$ cat src/rtl/mmio_monitor_pkg.sv
// Shared register map and state encoding for the MMIO test monitor.
// Offsets are byte offsets inside the 32-byte window.
package mmio_monitor_pkg;

    localparam logic [4:0] OFF_CTRL   = 5'h00;
    localparam logic [4:0] OFF_END    = 5'h04;
    localparam logic [4:0] OFF_CYCLE  = 5'h08;
    localparam logic [4:0] OFF_STATUS = 5'h0C;
    localparam logic [4:0] OFF_LOG    = 5'h10;

    localparam logic [1:0] ST_IDLE = 2'd0;
    localparam logic [1:0] ST_RUN  = 2'd1;
    localparam logic [1:0] ST_DONE = 2'd2;

    localparam logic [31:0] WIN_BYTES = 32'd32;

    // True when addr falls inside [base, base+WIN_BYTES-1]; the unsigned
    // difference wraps for addresses below base, so one compare covers both ends.
    function automatic logic win_hit(input logic [31:0] addr, input logic [31:0] base);
        logic [31:0] rel;
        rel = addr - base;
        return rel < WIN_BYTES;
    endfunction

endpackage

$ cat src/rtl/mmio_log_fifo.sv
// Show-ahead log FIFO: head entry is visible on dout whenever not empty.
// A push while full is dropped unless a pop frees a slot in the same cycle.
module mmio_log_fifo #(
    parameter  int DEPTH = 8,
    parameter  int WIDTH = 32,
    localparam int AW    = $clog2(DEPTH),
    localparam int CW    = $clog2(DEPTH + 1)
) (
    input  logic             clk,
    input  logic             rst_n,
    input  logic             push,
    input  logic [WIDTH-1:0] din,
    input  logic             pop,
    output logic [WIDTH-1:0] dout,
    output logic [CW-1:0]    count,
    output logic             full,
    output logic             empty
);

    logic [WIDTH-1:0] mem_q [DEPTH];
    logic [AW-1:0]    wr_ptr_q, wr_ptr_d;
    logic [AW-1:0]    rd_ptr_q, rd_ptr_d;
    logic [CW-1:0]    count_q, count_d;
    logic             do_push;
    logic             do_pop;

    assign empty = (count_q == '0);
    assign full  = (count_q == CW'(DEPTH));
    assign count = count_q;
    assign dout  = empty ? '0 : mem_q[rd_ptr_q];

    always_comb begin
        do_pop   = pop & ~empty;
        do_push  = push & (~full | do_pop);
        // DEPTH is a power of two, so pointers wrap naturally
        wr_ptr_d = wr_ptr_q + AW'(do_push);
        rd_ptr_d = rd_ptr_q + AW'(do_pop);
        count_d  = count_q + CW'(do_push) - CW'(do_pop);
    end

    always_ff @(posedge clk or negedge rst_n) begin
        if (!rst_n) begin
            wr_ptr_q <= '0;
            rd_ptr_q <= '0;
            count_q  <= '0;
        end else begin
            wr_ptr_q <= wr_ptr_d;
            rd_ptr_q <= rd_ptr_d;
            count_q  <= count_d;
        end
    end

    always_ff @(posedge clk) begin
        if (do_push) begin
            mem_q[wr_ptr_q] <= din;
        end
    end

endmodule

$ cat src/rtl/mmio_monitor.sv
// Memory-mapped test monitor: watches CPU stores to a 32-byte window, tracks
// run/done status, counts RUN cycles and logs values into a FIFO.
module mmio_monitor
    import mmio_monitor_pkg::*;
#(
    parameter logic [31:0] BASE_ADDR = 32'h0200_0000,
    parameter int          LOG_DEPTH = 8,
    parameter logic [31:0] PASS_CODE = 32'd5
) (
    input  logic        clk,
    input  logic        reset,
    input  logic        MemWrite,
    input  logic [31:0] DataAdr,
    input  logic [31:0] WriteData,
    input  logic        log_pop,
    output logic        mmio_sel,
    output logic [31:0] mmio_rdata,
    output logic        done,
    output logic        pass,
    output logic [31:0] result,
    output logic [31:0] cycle_count,
    output logic        log_valid,
    output logic [31:0] log_data,
    output logic        log_overflow,
    output logic [1:0]  dbg_state
);

    localparam int CW = $clog2(LOG_DEPTH + 1);

    logic [1:0]    state_q, state_d;
    logic [31:0]   result_q, result_d;
    logic          pass_q, pass_d;
    logic [31:0]   cycle_q, cycle_d;
    logic          ovf_q, ovf_d;
    logic [31:0]   rel_adr;
    logic [4:0]    off;
    logic          wr_ok;
    logic          log_push;
    logic          log_full;
    logic          log_empty;
    logic [CW-1:0] log_count;
    logic [31:0]   status;

    assign rel_adr  = DataAdr - BASE_ADDR;
    assign off      = rel_adr[4:0];
    assign mmio_sel = win_hit(DataAdr, BASE_ADDR);
    // DONE is terminal until reset: every store is dropped there
    assign wr_ok    = MemWrite & mmio_sel & (DataAdr[1:0] == 2'b00) & (state_q != ST_DONE);

    always_comb begin
        state_d  = state_q;
        result_d = result_q;
        pass_d   = pass_q;
        log_push = 1'b0;
        if (wr_ok) begin
            case (off)
                OFF_CTRL: begin
                    if (state_q == ST_IDLE && WriteData[0]) begin
                        state_d = ST_RUN;
                    end else if (state_q == ST_RUN && !WriteData[0]) begin
                        state_d = ST_IDLE;
                    end
                end
                OFF_END: begin
                    state_d  = ST_DONE;
                    result_d = WriteData;
                    pass_d   = (WriteData == PASS_CODE);
                end
                OFF_LOG:  log_push = 1'b1;
                default:  ;
            endcase
        end
    end

    always_comb begin
        cycle_d = cycle_q;
        if (state_q == ST_RUN && cycle_q != 32'hFFFF_FFFF) begin
            cycle_d = cycle_q + 32'd1;
        end
        ovf_d = ovf_q | (log_push & log_full & ~(log_pop & ~log_empty));
    end

    always_ff @(posedge clk or negedge reset) begin
        if (!reset) begin
            state_q  <= ST_IDLE;
            result_q <= '0;
            pass_q   <= 1'b0;
            cycle_q  <= '0;
            ovf_q    <= 1'b0;
        end else begin
            state_q  <= state_d;
            result_q <= result_d;
            pass_q   <= pass_d;
            cycle_q  <= cycle_d;
            ovf_q    <= ovf_d;
        end
    end

    mmio_log_fifo #(
        .DEPTH (LOG_DEPTH),
        .WIDTH (32)
    ) u_log_fifo (
        .clk   (clk),
        .rst_n (reset),
        .push  (log_push),
        .din   (WriteData),
        .pop   (log_pop),
        .dout  (log_data),
        .count (log_count),
        .full  (log_full),
        .empty (log_empty)
    );

    assign done         = (state_q == ST_DONE);
    assign pass         = pass_q;
    assign result       = result_q;
    assign cycle_count  = cycle_q;
    assign log_valid    = ~log_empty;
    assign log_overflow = ovf_q;
    assign dbg_state    = state_q;

    always_comb begin
        status          = '0;
        status[2:0]     = {ovf_q, pass_q, done};
        status[CW+2:3]  = log_count;
        mmio_rdata      = '0;
        if (mmio_sel) begin
            case (off)
                OFF_CTRL:   mmio_rdata = {31'b0, state_q == ST_RUN};
                OFF_END:    mmio_rdata = result_q;
                OFF_CYCLE:  mmio_rdata = cycle_q;
                OFF_STATUS: mmio_rdata = status;
                default:    mmio_rdata = '0;
            endcase
        end
    end

endmodule

$ cat config.mk
export PLATFORM = sky130hd
export DESIGN_NAME = mmio_monitor
export DESIGN_NICKNAME = d
export VERILOG_FILES = /design/src/rtl/mmio_monitor_pkg.sv /design/src/rtl/mmio_log_fifo.sv /design/src/rtl/mmio_monitor.sv
export SDC_FILE = /design/constraint.sdc
export NUM_CORES = 1
export LEC_CHECK = 0
export CORE_AREA = 2 2 240 242
export CTS_CLUSTER_SIZE = 12
export DETAILED_ROUTE_END_ITERATION = 10
export DIE_AREA = 0 0 242 244
export GPL_TIMING_DRIVEN = 0
export PLACE_DENSITY = 0.49
export RECOVER_POWER = 25
export SKIP_LAST_GASP = 1
export SYNTH_ARGS = -nofsm -noshare
export SYNTH_HDL_FRONTEND = slang
export SYNTH_SLANG_ARGS = --single-unit
export TNS_END_PERCENT = 100
$ cat constraint.sdc
create_clock -name clk -period 7.45 [get_ports clk]
set_input_delay 0.745 -clock clk [delete_from_list [all_inputs] [get_ports clk]]
set_output_delay 0.745 -clock clk [all_outputs]
set_load 0.05 [all_outputs]
# Word level (Yosys, flattened, before mapping)
# Memories as Yosys holds them, arrays and structs flattened.
# Cells that the tools add are included.
[classes]
addsub = 6
multipliers = 0
div = 0
n_lt_le_gt_ge = 1
n_eq_ne = 11
shift = 0
muxes = 10
bitwise_logic = 12
reduce_logical = 11
[ops]
columns = ["op", "n"]
rows = [
  ["32-bit case mux with 4 select lines", 1],
  ["32-bit 2-to-1 mux", 2],
  ["32-bit by 1-bit adder with 32-bit output (second input constant)", 1],
  ["32-bit by 3-bit == test with 1-bit output (second input constant)", 1],
  ["32-bit by 6-bit < comparator with 1-bit output (second input constant)", 1],
  ["32-bit inequality test (second input constant)", 1],
  ["32-bit by 26-bit subtractor with 32-bit output (second input constant)", 1],
  ["5-bit by 4-bit == test with 1-bit output (second input constant)", 2],
  ["1-bit AND", 7],
  ["3-bit by 1-bit adder with 3-bit output", 2],
  ["5-bit by 3-bit == test with 1-bit output (second input constant)", 1],
  ["5-bit == test (second input constant)", 1],
  ["5-bit logical NOT", 1],
  ["4-bit by 1-bit adder with 4-bit output", 1],
  ["4-bit == test (second input constant)", 1],
  ["2-bit logical NOT", 2],
  ["4-bit logical NOT", 1],
  ["1-bit 2-to-1 mux", 4],
  ["2-bit 2-to-1 mux", 2],
  ["2-bit case mux with 2 select lines", 1],
  ["4-bit by 1-bit subtractor with 4-bit output", 1],
  ["1-bit logical AND", 3],
  ["3-bit inequality test (second input constant)", 1],
  ["1-bit inverter", 3],
  ["other kinds (8)", 9],
]
[word_totals]
regBits = 78
latch_bits = 0
ram_bits = 256
mem_bits_ro = 0
input_bits = 68
output_inout_bits = 135
elab_cells = 60
mem_count = 1
[mem_list]
columns = ["name", "words", "word_bits", "rd", "rd_clocked_by_memory_dff", "write_ports", "line_no", "text"]
rows = [
  ["u_log_fifo.mem_q", 8, 32, 1, 0, 1, "mmio_log_fifo.sv:20", "logic [WIDTH-1:0] mem_q [DEPTH];"],
]

# Logic depth before layout (Yosys ltp)
[depth]
word_depth = 9
ltp_mapped = 12
depth_no_buf = 11

# By module
# From an unflattened synthesis, not the netlist that was laid out.
[hier_totals]
cells_unflattened = 772
area_unflattened_um2 = 13988.4
[modules_own_cells]
columns = ["mod", "n_inst", "cells_per_inst", "area_each_um2", "seq_area_each_um2"]
rows = [
  ["mmio_log_fifo", 1, 428, 10304.9, 7937.6],
  ["mmio_monitor", 1, 344, 3683.5, 1701.6],
]

# Worst setup path before layout
# Ideal clock, no wire load.
[synth_timing]
path_type = "input to register"
start = "in DataAdr[25]"
end = "mem u_log_fifo.mem_q[4][0] (enable)"
setup_ns = 0.513
arrival_time_ns = 5.470
required_ns = 6.937
setup_slack_ns = 1.467
path_stages = 7
path_buffers = 0
cell_sequence = "inv_1 -> ha_1 -> nor4b_1 -> nand4_1 -> nor4_4 -> nand3_2 -> nor4b_1"
[synth_between]
elab_chain_cells = 9
[synth_rtl]
columns = ["item", "line_no", "text"]
rows = [
  ["start: declaration", "mmio_monitor.sv:13", "input logic [31:0] DataAdr,"],
  ["32-bit by 26-bit subtractor with 32-bit output", "mmio_monitor_pkg.sv:21", "rel = addr - base;"],
  ["32-bit by 6-bit < comparator with 1-bit output", "mmio_monitor_pkg.sv:22", "return rel < WIN_BYTES;"],
  ["1-bit AND (3 in a row)", "mmio_monitor.sv:48", "assign wr_ok = MemWrite & mmio_sel & (DataAdr[1:0] == 2'b00) & (state_q != ST_DONE);"],
  ["1-bit 2-to-1 mux", "mmio_monitor.sv:55", "if (wr_ok) begin"],
  ["1-bit AND", "mmio_log_fifo.sv:34", "do_push = push & (~full | do_pop);"],
  ["1-bit 2-to-1 mux", "mmio_log_fifo.sv:54", "if (do_push) begin"],
  ["1-bit 2-to-1 mux (implied by the code)", "mmio_log_fifo.sv:55", "mem_q[wr_ptr_q] <= din;"],
  ["end: declaration", "mmio_log_fifo.sv:20", ""],
]
# No other way between the ends.

# Worst setup path in the final report
[layout_timing]
start = "in DataAdr[25]"
end = "out mmio_rdata[17]"
[layout_between]
elab_chain_cells = 3
[layout_rtl]
columns = ["item", "line_no", "text"]
rows = [
  ["32-bit by 26-bit subtractor with 32-bit output", "mmio_monitor_pkg.sv:21", ""],
  ["32-bit by 6-bit < comparator with 1-bit output", "mmio_monitor_pkg.sv:22", ""],
  ["32-bit 2-to-1 mux", "mmio_monitor.sv:127", "if (mmio_sel) begin"],
  ["end: declaration", "mmio_monitor.sv:17", "output logic [31:0] mmio_rdata,"],
]
# No other way between the ends.

==> impl_metrics.py <==
metrics = {
    "placement": {
        "globalplace.congestion": 0.768,
        "post-place-ws_ps": 2210,
        "port_buffers": 202,
        "placed_cells": 1790,
        "placed_area_mm2": 0.0174,
        "dpl.hpwl_um": 28600,
    },
    "finish": {
        "finalNetCount": 1155,
        "area_growth_pct": 32.7,
        "layout-drive-gt1-share_pct": 19.8,
        "stdcell_area_mm2": 0.0186,
        "stdcell_count": 1857,
    },
    "logic_synthesis": {
        "ys_seq_area_share_pct": 68.7,
        "synth_top_area_share_pct": 54.8,
        "synth.distinct_cells": 53,
        "synth_largest_area_cell": "edfxtp_1",
        "synth_most_common_cell": "edfxtp_1",
        "yosys.area_share.simple_pct": 7.06,
        "synth_edf_count": 256,
        "syn_area_mm2": 0.0140,
        "synth_common_cells": "edfxtp_1, nor2_1, dfrtp_1",
        "synth_top_family_by_area": "multiplexers",
        "synthArstFlopShare_pct": 23.4,
        "synth_compound_area_share_pct": 2.60,
        "syn_area_per_cell_um2": 17.5,
        "muxShareOfSynthArea_pct": 16.6,
        "yosysWarnings": 0,
        "synth.net_count": 885,
        "synth-xor-area-share_pct": 2.06,
        "synth_cells": 804,
        "yosys_register_bits": 334,
        "yosys-top-cells-area": "edfxtp_1, dfrtp_1, mux4_2",
        "synth_flop_cell": "edfxtp_1",
        "synth-adder-area-share_pct": 1.21,
    },
    "drt": {
        "drcViolationCount": 0,
        "dr.pass1.iters": 4,
        "vias": 8254,
        "wl_per_cell_um": 21.5,
        "drtIter0Drc": 533,
        "ant_nets": 0,
        "wirelength_um": 40000,
        "viasPerCell": 4.44,
    },
    "floorplanning": {
        "initial_core_util_pct": 25.0,
        "die_h_um": 244,
        "fp-row-count": 87,
        "die_w_um": 242,
        "die_area_mm2": 0.0590,
        "ios": 203,
        "core_area_mm2": 0.0562,
    },
    "clock_network": {
        "post_cts_buffers": 0,
        "clock_path_buffers": 3,
        "htree_levels": 2,
        "cts_hold_buf": 0,
        "cts_root_buffer": "clkbuf_16",
        "post_cts_resized": 0,
        "cts_tree": "built",
        "clkLatencyLatePin_ps": 520,
        "clkTransAtPathRegs_ps": 60,
        "numCtsBuffers": 38,
        "numClockSinks": 334,
    },
    "sta": {
        "setup_ws_ps": 2520,
        "setup_viol": 0,
        "min_period_over_period_pct": 66.2,
        "slew_headroom_pct": -148,
        "rsz0062_at_grt": "no",
        "min_period_ps": 4930,
        "slew_viol_final": 66,
        "hold_viol": 0,
        "max_freq_mhz": 203,
        "tightest_slew_ps": 3720,
        "tns_ps": 0,
        "finClkSkew_ps": 9.24,
    },
    "worst_setup_path": {
        "critPathLaunchType": "input pin",
        "cp-end-kind": "primary output",
        "required_ps": 6700,
        "crit_fanout": 10,
        "slowest_delay_ps": 820,
        "crit_type": "input pin to primary output",
        "cp_slowest_cell": "clkdlybuf4s50_1",
        "crit_chain": "clkdlybuf4s50_1, inv_1, ha_1, nor4b_1, nand4_1, or4_1, clkbuf_1, buf_2, nor2_1, clkdlybuf4s50_1",
        "arrival_ps": 4190,
        "crit_top_cell": "clkdlybuf4s50_1",
    },
    "min_path": {
        "worstHoldPathType": "input pin to asynchronous set/reset pin",
    },
    "global_routing": {
        "grt_usage_pct": 13.3,
        "grt_pass1_vias": 8784,
        "antenna_found_initial": 1,
        "grt_max_degree": 66,
        "grt_overflow": 0,
        "grt_pass1_wl_um": 58900,
    },
    "outcome": {
        "violations": "max-capacitance violations, max-slew violations",
        "status": "finished, violations left",
    },
    "run": {
        "maxCapViolations": 1,
    },
    "pwr": {
        "leakagePower_nw": 6.57,
        "vdd_drop_max_uv": 181,
        "power_density_mw_per_mm2": 316,
    },
}
==> through the flow <==
step                      hold slack, ps  power [mW]  util [%]
after CTS                           60.4        6.00      33.2
after floorplan                      449        3.38         -
final                                267        5.89      33.2
after detailed placement             492        4.07      30.9
after global routing                 320        6.15      33.2
after global placement               485        4.06      30.3
==> registers in the layout, summed over array words and instances, names as in the netlist <==
register,cells
u_log_fifo.mem_q,256
cycle_count,32
result,32
u_log_fifo.count,4
u_log_fifo.rd_ptr_q,3
u_log_fifo.wr_ptr_q,3
dbg_state,2
log_overflow,1
pass,1
==> metal layers <==
| metal | wire length (um) | part of all wire [%] | global-route usage (%) |
|---|---|---|---|
| met2 | 19100 | 48 | 22.1 |
| met1 | 18300 | 46 | 17.9 |
| met3 | 1820 | 4.6 | 2.73 |
| met4 | 806 | 2.0 | 3.38 |
| met5 | 0 | 0 | 0 |
==> cell usage in the layout (no fill, tap or decap), types with 4 or more instances in the layout <==
cell type        synthesis  routed
a22oi_1                 31      31
buf_4                    0      15
nand2_1                 14      14
nor2_1                  82      80
buf_2                   12      12
dlygate4sd3_1            0      17
nand2b_1                 4       4
xor2_1                  14      14
edfxtp_1               256     256
nand3_1                 11      11
and4_1                   4       4
buf_6                    3      11
clkbuf_16                0      42
dfrtp_1                 78      78
inv_1                   16      16
bufinv_16                0       4
mux4_2                  64      64
nor3_1                   9       8
clkdlybuf4s50_1          0     184
nand4_1                 16      16
mux2_4                  29      29
clkbuf_1                22      33
and3_1                   7       7
mux2i_1                 33      33
ha_1                    12      12
xnor2_1                 19      19
nor4_1                  11      10
mux2_2                  11      11
==> power by group <==
part,total (mW),switching [mW],internal [mW]
Clock,1.92,0.734,1.19
Sequential,2.05,0.0159,2.03
Combinational,1.92,1.19,0.732
Total,5.89,1.94,3.95
==> path summary, 6_finish.rpt <==
kind	endpoint	slack [ps]	startpoint	depth (start not counted)
min	cycle_count[10]	270	reset	1
max	mmio_rdata[17]	2520	DataAdr[25]	10
max reg2reg	u_log_fifo.mem_q[4][10]	3630	dbg_state[1]	9
min in group clk	u_log_fifo.rd_ptr_q[1]	500	u_log_fifo.rd_ptr_q[1]	1
max in group asynchronous	result[30]	3170	reset	2
min reg2reg	u_log_fifo.rd_ptr_q[1]	500	u_log_fifo.rd_ptr_q[1]	1
==> critical path: cells and delay by family <==
kind / cells / cell delay (ps)
adders and majority gates: 1 / 270
buffers and inverters: 5 / 1860
and+or+nand+nor: 4 / 1300
==> final cells by class <==
| cell class | count | area (um2) |
|---|---|---|
| clock buffer | 54 | 1130 |
| clock inverter | 12 | 166 |
| fill | 5542 | 37500 |
| inverter | 16 | 60.1 |
| timing repair buffer | 230 | 2290 |
| antenna | 1 | 2.50 |
| buffer | 40 | 188 |
| sequential | 334 | 9640 |
| multi-input combinational | 414 | 4210 |
| tap | 756 | 946 |
==> kinds of logic (layout without fill, tap and decap cells) <==
family | count (synthesis) | count (layout)
xor gates and xnor gates | 33 | 33
other | 0 | 1
adders and majority gates | 13 | 13
and+or+nand+nor | 185 | 185
AOI/OAI and AO/OA | 46 | 46
DFF | 334 | 334
buffers and inverters | 56 | 352
muxes | 137 | 137
Power figures use the tool's default switching activity.
